==> src/rtl/sd_spi_pkg.sv <==
// Shared types and defaults for the SD-card SPI master.
package sd_spi_pkg;
  typedef enum logic [1:0] {IDLE, LOW, HIGH, DONE} state_t;

  localparam int   DEF_CLK_DIV  = 12;
  localparam int   DEF_SLOW_DIV = 60;
  localparam logic MOSI_IDLE    = 1'b1;

  function automatic int max2(input int a, input int b);
    return (a > b) ? a : b;
  endfunction
endpackage

==> src/rtl/sd_spi_tick.sv <==
// Half-period counter: tick is high in the cycle the count reaches half-1.
module sd_spi_tick #(
  parameter int W = 6
) (
  input  logic         clk,
  input  logic         rst,
  input  logic         clear,
  input  logic [W-1:0] half,
  output logic         tick
);
  logic [W-1:0] cnt;

  assign tick = !clear && (cnt == half - W'(1));

  always_ff @(posedge clk or posedge rst) begin
    if (rst)                cnt <= '0;
    else if (clear || tick) cnt <= '0;
    else                    cnt <= cnt + W'(1);
  end
endmodule

==> src/rtl/sd_spi_master.sv <==
// Byte-wide SPI mode-0 master for the SD card link; CS is a separate register.
// Optional SD_SPI_SLOW_INIT_EN adds a 'slow' port selecting the init-rate half-period.
module sd_spi_master
  import sd_spi_pkg::*;
#(
  parameter int CLK_DIV  = DEF_CLK_DIV,
  parameter int SLOW_DIV = DEF_SLOW_DIV
) (
  input  logic       clk_sys,
  input  logic       reset,
  input  logic       start,
  input  logic [7:0] tx_data,
  input  logic       cs_wr,
  input  logic       cs_val,
`ifdef SD_SPI_SLOW_INIT_EN
  input  logic       slow,
`endif
  output logic       busy,
  output logic       done,
  output logic [7:0] rx_data,
  output logic       sd_sck,
  output logic       sd_cs,
  output logic       sd_sdi,
  input  logic       sd_sdo
);
  localparam int DW = $clog2(max2(CLK_DIV, SLOW_DIV));

  state_t        state;
  logic [7:0]    tx_shift, rx_shift;
  logic [2:0]    bit_cnt;
  logic [DW-1:0] half;
  logic          tick;

`ifdef SD_SPI_SLOW_INIT_EN
  // Rate is frozen per byte so a mid-byte change of slow cannot skew SCK.
  always_ff @(posedge clk_sys or posedge reset) begin
    if (reset)                       half <= DW'(CLK_DIV);
    else if (state == IDLE && start) half <= slow ? DW'(SLOW_DIV) : DW'(CLK_DIV);
  end
`else
  assign half = DW'(CLK_DIV);
`endif

  sd_spi_tick #(.W(DW)) u_tick (
    .clk   (clk_sys),
    .rst   (reset),
    .clear (state == IDLE || state == DONE),
    .half  (half),
    .tick  (tick)
  );

  always_ff @(posedge clk_sys or posedge reset) begin
    if (reset) begin
      state    <= IDLE;
      busy     <= 1'b0;
      done     <= 1'b0;
      rx_data  <= 8'h00;
      sd_sck   <= 1'b0;
      sd_sdi   <= MOSI_IDLE;
      tx_shift <= 8'h00;
      rx_shift <= 8'h00;
      bit_cnt  <= 3'd0;
    end else begin
      done <= 1'b0;
      case (state)
        IDLE: if (start) begin
          tx_shift <= tx_data;
          sd_sdi   <= tx_data[7];
          busy     <= 1'b1;
          bit_cnt  <= 3'd0;
          state    <= LOW;
        end
        LOW: if (tick) begin
          sd_sck   <= 1'b1;
          rx_shift <= {rx_shift[6:0], sd_sdo};
          state    <= HIGH;
        end
        HIGH: if (tick) begin
          sd_sck <= 1'b0;
          if (bit_cnt == 3'd7) begin
            state <= DONE;
          end else begin
            bit_cnt  <= bit_cnt + 3'd1;
            sd_sdi   <= tx_shift[6];
            tx_shift <= {tx_shift[6:0], 1'b0};
            state    <= LOW;
          end
        end
        DONE: begin
          done    <= 1'b1;
          rx_data <= rx_shift;
          busy    <= 1'b0;
          sd_sdi  <= MOSI_IDLE;
          state   <= IDLE;
        end
        default: state <= IDLE;
      endcase
    end
  end

  always_ff @(posedge clk_sys or posedge reset) begin
    if (reset)      sd_cs <= 1'b1;
    else if (cs_wr) sd_cs <= cs_val;
  end
endmodule
==> config.mk <==
export PLATFORM = sky130hd
export DESIGN_NAME = sd_spi_master
export DESIGN_NICKNAME = d
export VERILOG_FILES = /design/src/rtl/sd_spi_pkg.sv /design/src/rtl/sd_spi_tick.sv /design/src/rtl/sd_spi_master.sv
export SDC_FILE = /design/constraint.sdc
export NUM_CORES = 1
export LEC_CHECK = 0
export CAP_MARGIN = 10
export CORE_ASPECT_RATIO = 1.25
export CORE_MARGIN = 5
export CORE_UTILIZATION = 30
export CTS_CLUSTER_SIZE = 40
export DETAILED_ROUTE_END_ITERATION = 10
export GPL_ROUTABILITY_DRIVEN = 0
export PLACE_DENSITY = 0.6
export SYNTH_ARGS = -nofsm -noshare
export SYNTH_HDL_FRONTEND = slang
export SYNTH_SLANG_ARGS = --single-unit
==> constraint.sdc <==
create_clock -name clk_sys -period 2.4 [get_ports clk_sys]
set_clock_uncertainty 0.05 [all_clocks]
set_input_delay 0.36 -clock clk_sys [delete_from_list [all_inputs] [get_ports clk_sys]]
set_output_delay 0.36 -clock clk_sys [all_outputs]
set_load 0.01 [all_outputs]
==> results of run 1 <==
[cells in the mapped netlist, types with 2 or more instances]
master	n	area, um2
dfrtp_1	37	925.9
mux2_2	17	191.4
o22ai_1	11	68.82
a21oi_1	9	45.04
ha_1	8	100.1
inv_1	8	30.03
nor2_1	8	30.03
o21ai_0	7	35.03
nand2_1	6	22.52
o22a_1	5	43.79
a22o_1	3	26.28
buf_2	3	15.01
nand2b_1	3	18.77
nand3_1	3	15.01
o2bb2ai_1	3	26.28
xnor2_1	3	26.28
dfstp_2	2	52.55
nor2b_1	2	12.51
[placed cells by master (no fill, tap or decap), types with 2 or more instances in the layout]
cell	Yosys	layout
ha_1	8	8
xnor2_1	3	3
dfstp_2	2	2
clkbuf_8	0	5
a21oi_1	9	9
o2bb2ai_1	3	3
o22a_1	5	5
nand3_1	3	3
buf_4	0	4
clkdlybuf4s50_1	0	26
inv_1	8	8
nand2_1	6	6
nor2_1	8	8
o21ai_0	7	7
mux2_2	17	17
dfrtp_1	37	37
a22o_1	3	3
bufinv_16	0	2
o22ai_1	11	11
nor2b_1	2	2
nand2b_1	3	3
[registers in the layout (all words and copies together), names as in the netlist]
name	cells
bit_cnt	3
busy	1
done	1
rx_data	8
rx_shift	8
sd_cs	1
sd_sck	1
sd_sdi	1
state	2
tx_shift	7
u_tick.cnt	6
[metrics by stage]
step / utilization [%] / instances
3_5_place_dp: 36.89 / 272
2_1_floorplan: - / 162
6_report: 39.10 / 280
5_1_grt: 39.10 / 280
4_1_cts: 39.10 / 280
3_3_place_gp: 36.89 / 272
[kinds of logic (layout without fill, tap and decap cells)]
group           count (synthesis)  count (layout)
mux                            17              17
fa+ha+maj                       8               8
compound gates                 46              46
buf+inv                        13              46
simple gates                   35              35
flops                          39              39
xor+xnor                        4               4
[worst max-delay path, cell delays in order (launching register included)]
cell	delay, ns
dfrtp_1	0.41
inv_1	0.10
ha_1	0.37
a21oi_2	0.45
o21ai_0	0.24
a211o_1	0.33
[area by class of cell]
cell class                      instances  area [um2]  share of cell area, %
Clock buffer                            5       68.82                  2.854
Clock inverter                          3       67.56                  2.802
Inverter                                8       30.03                  1.245
Multi-Input combinational cell        110       869.6                  36.07
Sequential cell                        39       978.4                  40.58
Tap cell                               85       106.4                  4.411
Timing Repair Buffer                   30       290.3                  12.04
[power groups by stage]
stage	clock [mW]	combinational, mW	sequential (mW)
5_1_grt	0.699	1.07	0.938
2_1_floorplan	0	0.687	0.916
4_1_cts	0.673	0.959	0.917
3_3_place_gp	0	0.945	0.928
6_report	0.649	0.945	0.916
3_5_place_dp	0	0.949	0.928
[worst max path at each step]
stage	end	cells past startpoint	slack (ns)	from
3_5_place_dp	tx_shift[5]	5	0.25	start
4_1_cts	tx_shift[5]	5	0.35	state[0]
5_1_grt	bit_cnt[0]	5	0.18	state[0]
6_report	tx_shift[5]	5	0.35	state[0]
2_1_floorplan	rx_shift[0]	7	0.59	state[0]
3_3_place_gp	tx_shift[5]	5	0.21	start
[metal layers]
metal  global-route usage (%)  part of all wire, %  routed length (um)
met1                    14.34                   48                1823
met2                    15.56                   44                1677
met3                    3.839                  6.6                 253
met4                    4.291                  1.7                  65
met5                        0                    0                   0
==> impl_results.md, run 1 <==
- R2R cell count: 5
- DRC: 0
- Cell count after synthesis: 162
- Via count: 1347
- Area share of fa/ha/maj cells after synthesis: 5.267%
- Final hold viol count: 0
- Worst Path Required: 2.53 ns
- Chip width: 81.19 um
- Share of layout cells above drive strength 1: 20.51%
- Largest family of logic cells by synthesized area: compound AO/OA/AOI/OAI gates
- Ys async rst share: 100.0%
- Post-CTS Setup Repair Bufs: 0
- CORE AREA: 6166 um2
- H-Tree Level Count: 2
- Total power: 2.510 mW
- Seq/Total Area, Yosys: 51.48%
- Leak: 1.050 nW
- Final Setup Violations: 0
- Post-layout min period: 2.049 ns
- Largest net degree at the start of global routing: 39
- Slew Viols, Final: 0
- Later-pin clock latency in the skew report: 0.29 ns
- Post-synth cell types: 42
- Final worst slack: 0.3507 ns
- Worst R2R Start: state[0]
- Worst R2R Setup Slack: 0.35 ns
- GRT overflow: 0
- Pwr/cell area: 1041 nW/um2
- Net Switching: 0.8578 mW
- Status: completed
- Sequential share of power: 36.5%
- Max Fclk: 488.0 MHz
- Worst slew pin tran: 0.5695 ns
- N_diodes: 0
- Final period utilization: 85.39%
- Die area: 8037 um2
- Peak fanout along the critical path: 13
- Xor and xnor fraction of the mapped netlist area: 1.843%
- Wirelength per Cell: 13.64 um
- Primary FF master, synth: dfrtp_1
- Placed Area: 2275 um2
- Post-synthesis mux area share: 10.07%
- # port buffers: 26
- Synth Area in Simple Gates: 12.11%
- Final-layout fill cell count: 631
- Routed Antenna Nets: 0
- Initial Utilization: 30.82%
- Area fraction in compound gates after synthesis: 16.46%
- Post-synthesis sequential element count: 39
- CP endpoint kind: flop
- CTS tree: done
- Sw Share: 34.18%
- Number of flops mapped to enable cells by yosys: 0
- Drt pass-1 iters: 4
- Internal: 1.652 mW
- CP arrival: 2.18 ns
- Clock transition at the registers of the reported paths: 0.08 ns
- Drt initial violations: 45
- Average size of a mapped cell: 11.73 um2
- Terminus of the critical flop-to-flop path: tx_shift[5]
- Maximum clock insertion buffer count: 2
- I/O pin cnt: 27
- Initial antenna violation count: 0
- Root Driver: clkbuf_8
- Overall Global Routing Usage: 10.69%
- Vias per cell: 4.811
- Die H: 98.99 um
- Max rail drop VDD: 0.5453 mV
- CP Launch Type: flop
- Vias in the first global route: 1373
- Synth Cell Area: 1901 um2
- Hpwl dp: 2665 um
- Clk sinks: 39
- Setup Crit Path Kind: flop to flop
- Setup TNS: 0 ns
- Syn_nets: 184
- Ys Warns: 0
- Final instance area: 2411 um2
- Gate power share: 37.7%
- Post-CTS sizing: 0
- Worst Hold Class: primary input to async pin
- Hold Slack: 0.3202 ns
- CTS buffer count: 5
- Clk pwr share: 25.9%
- Slew HR: 61.63%
- Post-Place Setup Slack: 0.2516 ns
- Layout area overhead: 26.86%
- Final WL: 3819 um
- First-pass GRT wire length: 6672 um
- FP Rows: 32
- Nets: 216
- Hold Buf Count CTS: 0
- RSZ-0062 raised after global routing: false
- # Max-Cap Violations: 0
Note: power is estimated with default switching activity, not from simulation.
==> run 2, diff against run 1 <==
CORE_MARGIN = 8   (was 5)
==> impl_results.md, run 2 (same netlist as run 1, synthesis figures left out) <==
- DRC: 0 (unchanged)
- Drt pass-1 iters: 4 (unchanged)
- R2R cell count: 5 (unchanged)
- Nets: 216 (unchanged)
- GRT overflow: 0 (unchanged)
- Final-layout fill cell count: 629 (was 631)
- Crit-path max cell delay: 0.46 ns (was 0.45 ns)
- Die area: 9154 um2 (was 8037 um2)
- Slew HR: 58.88% (was 61.63%)
- Leak: 1.044 nW (was 1.050 nW)
- Wirelength per Cell: 13.83 um (was 13.64 um)
- Layout area overhead: 25.61% (was 26.86%)
- Maximum clock insertion buffer count: 2 (unchanged)
- Post-layout min period: 2.067 ns (was 2.049 ns)
- Final instance area: 2387 um2 (was 2411 um2)
- Worst R2R Setup Slack: 0.33 ns (was 0.35 ns)
- Via count: 1367 (was 1347)
- Clk sinks: 39 (unchanged)
- CP Cell Sequence: inv_1 > ha_1 > a21oi_2 > o21ai_0 > a211o_1 (unchanged)
- N_diodes: 0 (unchanged)
- Pwr/cell area: 1006 nW/um2 (was 1041 nW/um2)
- Root Driver: clkbuf_8 (unchanged)
- CP arrival: 2.19 ns (was 2.18 ns)
- Hold Buf Count CTS: 0 (unchanged)
- First-pass GRT wire length: 6824 um (was 6672 um)
- CORE AREA: 6166 um2 (unchanged)
- I/O pin cnt: 27 (unchanged)
- Initial antenna violation count: 0 (unchanged)
- Drt initial violations: 43 (was 45)
- Multi-input logic area: 869.6 um2 (unchanged)
- CP Launch Type: flop (unchanged)
- Peak fanout along the critical path: 13 (unchanged)
- CTS buffer count: 5 (unchanged)
- Routed Antenna Nets: 0 (unchanged)
- Max rail drop VDD: 0.5089 mV (was 0.5453 mV)
- Commonest cells after routing, fill and taps aside: 37 x dfrtp_1, 26 x clkdlybuf4s50_1, 17 x mux2_2 (unchanged)
- Setup TNS: 0 ns (unchanged)
- Stages on worst setup path: 5 (unchanged)
- Final Setup Violations: 0 (unchanged)
- Later-pin clock latency in the skew report: 0.29 ns (about the same)
- Placed Area: 2275 um2 (unchanged)
- # port buffers: 26 (unchanged)
- Clock transition at the registers of the reported paths: 0.08 ns (about the same)
- Worst Path Required: 2.53 ns (about the same)
- RSZ-0062 raised after global routing: false (unchanged)
- Most common cell after layout, fill and taps aside: dfrtp_1 (unchanged)
- Post-CTS Setup Repair Bufs: 0 (unchanged)
- Die H: 105.0 um (was 98.99 um)
- Final period utilization: 86.12% (was 85.39%)
- Final hold viol count: 0 (unchanged)
- Overall Global Routing Usage: 9.167% (was 10.69%)
- Status: completed (unchanged)
- Max Fclk: 483.8 MHz (was 488.0 MHz)
- Post-CTS sizing: 0 (unchanged)
- Hpwl dp: 2679 um (was 2665 um)
- Largest registers: rx_data: 8 flops, rx_shift: 8 flops, tx_shift: 7 flops (unchanged)
- Chip width: 87.19 um (was 81.19 um)
- Buf/Inv on CP: 1 (unchanged)
- Critical path's slowest cell: a21oi_2 (unchanged)
- CP endpoint kind: flop (unchanged)
- Register area: 978.4 um2 (unchanged)
- Vias per cell: 4.882 (was 4.811)
- Family with the most delay on the worst path: compound AO/OA/AOI/OAI gates (unchanged)
- # Max-Cap Violations: 0 (unchanged)
- Final WL: 3872 um (was 3819 um)
- CTS tree: done (unchanged)
- Vias in the first global route: 1484 (was 1373)
- Slew Viols, Final: 0 (unchanged)
- Initial Utilization: 30.82% (unchanged)
- Worst Hold Class: primary input to async pin (unchanged)
- FP Rows: 32 (unchanged)
- H-Tree Level Count: 2 (unchanged)
- Share of layout cells above drive strength 1: 20.51% (unchanged)
- Largest net degree at the start of global routing: 39 (unchanged)
- Worst slew pin tran: 0.6104 ns (was 0.5695 ns)
- Setup Crit Path Kind: flop to flop (unchanged)
==> run 2: changes by cell type in the layout (fill, tap and decap cells not counted), sizes merged <==
| cell | before | now |
|---|---|---|
| bufinv | 2 | 1 |
| clkinv | 0 | 2 |
| clkinvlp | 1 | 0 |
==> run 2: metrics by stage <==
step                      power [mW]  worst slack [ns]  utilization, %  std cells  hold slack (ns)
after floorplan                1.603            0.5876               -        162           0.3744
after global placement         1.872            0.2352           36.89        272           0.3894
after global routing           2.586            0.1334           38.72        280           0.3570
after detailed placement       1.875            0.2356           36.89        272           0.3950
after CTS                      2.430            0.3284           38.72        280           0.3181
final                          2.403            0.3332           38.72        280           0.3238
==> run 2: power by group <==
| group | leakage [nW] | internal, mW | switching, mW |
|---|---|---|---|
| Sequential | 0.504 | 0.800 | 0.118 |
| Clock | 0.0581 | 0.309 | 0.234 |
| Combinational | 0.481 | 0.437 | 0.504 |
| Total | 1.04 | 1.55 | 0.856 |
==> run 2: path summary, 6_finish.rpt <==
check / from / end
max: state[0] / tx_shift[5]
min: reset / sd_cs
max reg2reg: state[0] / tx_shift[5]
min reg2reg: u_tick.cnt[0] / u_tick.cnt[0]
max in group asynchronous: reset / sd_sdi
min in group clk_sys: u_tick.cnt[0] / u_tick.cnt[0]
==> run 2: routing by layer <==
metal	part of all wire [%]	global-route usage, %	wire [um]
met1	48	11.47	1875
met2	44	13.95	1702
met3	5.9	3.370	229
met4	1.7	3.453	65
met5	0	0	0
==> run 2: final cells by class <==
cell class / count / share of cell area (%)
multi-input cells: 110 / 36.43
clock inverters: 3 / 1.834
well taps: 85 / 4.455
repair buffers: 30 / 12.16
clock buffers: 5 / 2.883
flip-flops and latches: 39 / 40.99
inverters: 8 / 1.258
==> variant, RTL diff (settings of run 2) <==
Change the package constant `DEF_SLOW_DIV` from 60 to 120.
--- a/src/rtl/sd_spi_pkg.sv
+++ b/src/rtl/sd_spi_pkg.sv
@@ -3,7 +3,7 @@
   typedef enum logic [1:0] {IDLE, LOW, HIGH, DONE} state_t;
 
   localparam int   DEF_CLK_DIV  = 12;
-  localparam int   DEF_SLOW_DIV = 60;
+  localparam int   DEF_SLOW_DIV = 120;
   localparam logic MOSI_IDLE    = 1'b1;
 
   function automatic int max2(input int a, input int b);
Behaviour: same outputs for any inputs over 10 cycles, from zero or initial values and one cycle with reset high; that may be too few to reach the edited logic, so the function may still have changed.
==> variant against run 2 <==
Setup slack worse by 0.059 ns. Synthesized cell count is 13% lower. Combinational power is 6.6% lower. Global-route usage is 0.95 points lower. Maximum frequency is 2.8% lower. Power is 6.4% lower. Count of clock-buffer cells in the layout stayed put. Non-clock buffer count stayed put. Sequential cell count is 1 higher. Die area is 3.0% lower. Clock power is 17% lower. Synthesized area is 3.6% lower. Routed wire length is 15% lower. Design area is 3.7% lower.
==> variant: results (changes against run 2) <==
drt first-iter violations - 29 (was 43)
Worst Tran Pin Value - 0.498 ns (was 0.610 ns)
fraction of layout cells with a size suffix above 1 - 21.7% (was 20.5%)
pre-CTS setup slack - 0.272 ns (was 0.236 ns)
ranking of synthesized cells by area - dfrtp_1 (52%), mux2_2 (8.6%), ha_1 (5.5%) (was dfrtp_1 (49%), mux2_2 (10%), ha_1 (5.3%))
Synth Area in Compound Gates - 6.42% (was 16.5%)
CP Max Fanout - 7 (was 13)
hpwl dp - 2420 um (was 2680 um)
DRT Pass-1 Iters - 2 (was 4)
Post-Synth XOR/XNOR Area - 2.39% (was 1.84%)
placed cell area - 2210 um^2 (was 2270 um^2)
leakage - 1.04 nW (about the same)
Seq/Total Area, Yosys - 54.7% (was 51.5%)
Via density - 4.34 (was 4.88)
Worst setup startpoint - u_tick.cnt[2]$_DFF_PP0_ (was state[0]$_DFFE_PP0P_)
Async S/R FF share, synth - 100% (unchanged)
Netlist cell types - 36 (was 42)
Worst EP arrival - 2.25 ns (was 2.19 ns)
mux share of post-synthesis cell area - 18.7% (was 10.1%)
wire per inst - 12.7 um (was 13.8 um)
fillers - 585 (was 629)
post-synthesis adder-cell area fraction - 5.46% (was 5.27%)
post-synth net total - 163 (was 184)
CP max stage delay - 0.59 ns (was 0.46 ns)
largest net degree at the start of global routing - 41 (was 39)
crit-path leading delay family - simple AND/OR/NAND/NOR gates (was compound AO/OA/AOI/OAI gates)
Max VDD drop - 0.298 mV (was 0.509 mV)
worst hold path type - flop to flop (was input port to asynchronous set/reset pin)
gr usage total - 8.22% (was 9.17%)
commonest cells in the netlist - dfrtp_1 (38), mux2_2 (14), ha_1 (8), mux2_1 (8), nor2_1 (8) (was dfrtp_1 (37), mux2_2 (17), o22ai_1 (11))
first-pass GRT wire length - 5660 um (was 6820 um)
vias in the first global route - 1204 (was 1484)
Slowest-stage cell, CP - or4_4 (was a21oi_2)
status - completed (unchanged)
nets - 196 (was 216)
clock buffer count from CTS - 5 (unchanged)
==> variant: cell count changes in the layout (fill, tap and decap cells not counted), moves of 4 or more <==
| cell | run 2 | this run |
|---|---|---|
| inv_1 | 8 | 4 |
| mux2_1 | 0 | 8 |
| mux2_4 | 0 | 5 |
| o21ai_0 | 7 | 0 |
| o22a_1 | 5 | 0 |
| o22ai_1 | 11 | 1 |
==> variant: stage by stage <==
step                      std cells  power, mW  hold WS [ns]
after floorplan                 141       1.57         0.374
after global placement          252       1.81         0.402
after detailed placement        252       1.83         0.400
after CTS                       260       2.29         0.410
after global routing            260       2.42         0.425
final                           260       2.25         0.407
==> variant: cell type report <==
type / count / area [um^2] / area share, %
flip-flops and latches: 40 / 1000 / 43.6
multi-input cells: 93 / 792 / 34.4
repair buffers: 30 / 290 / 12.6
well taps: 85 / 106 / 4.62
clock buffers: 5 / 68.8 / 2.99
clock inverters: 3 / 23.8 / 1.03
inverters: 4 / 15.0 / 0.653
==> variant: cells by family (layout without fill, tap and decap cells) <==
group,Yosys count,count (layout)
flops,40,40
simple gates,33,33
mux,29,29
compound gates,18,18
fa+ha+maj,8,8
buf+inv,8,42
xor+xnor,5,5
==> variant: routing by layer <==
metal / part of all wire [%] / global-route usage (%) / up-vias
met5: 0 / 0 / -
met4: 3.2 / 6.08 / 0
met3: 6.4 / 2.45 / 6
met2: 45 / 12.8 / 21
met1: 46 / 9.41 / 542
li1: - / - / 560
==> variant: path summary, 6_finish.rpt <==
kind	cells after the start	slack, ns	end
max	4	0.27	tx_shift[5]$_DFFE_PP0P_
min reg2reg	1	0.41	u_tick.cnt[0]$_DFF_PP0_
min	1	0.41	u_tick.cnt[0]$_DFF_PP0_
min in group asynchronous	3	0.43	rx_data[7]$_DFFE_PP0N_
max reg2reg	4	0.27	tx_shift[5]$_DFFE_PP0P_
max in group asynchronous	3	1.51	sd_cs$_DFFE_PP1P_
==> variant: power breakdown <==
part           internal [mW]  total (mW)  switching [mW]
clock network          0.206       0.451           0.246
logic                  0.456       0.879           0.423
registers              0.824       0.918          0.0943
total                   1.49        2.25           0.763
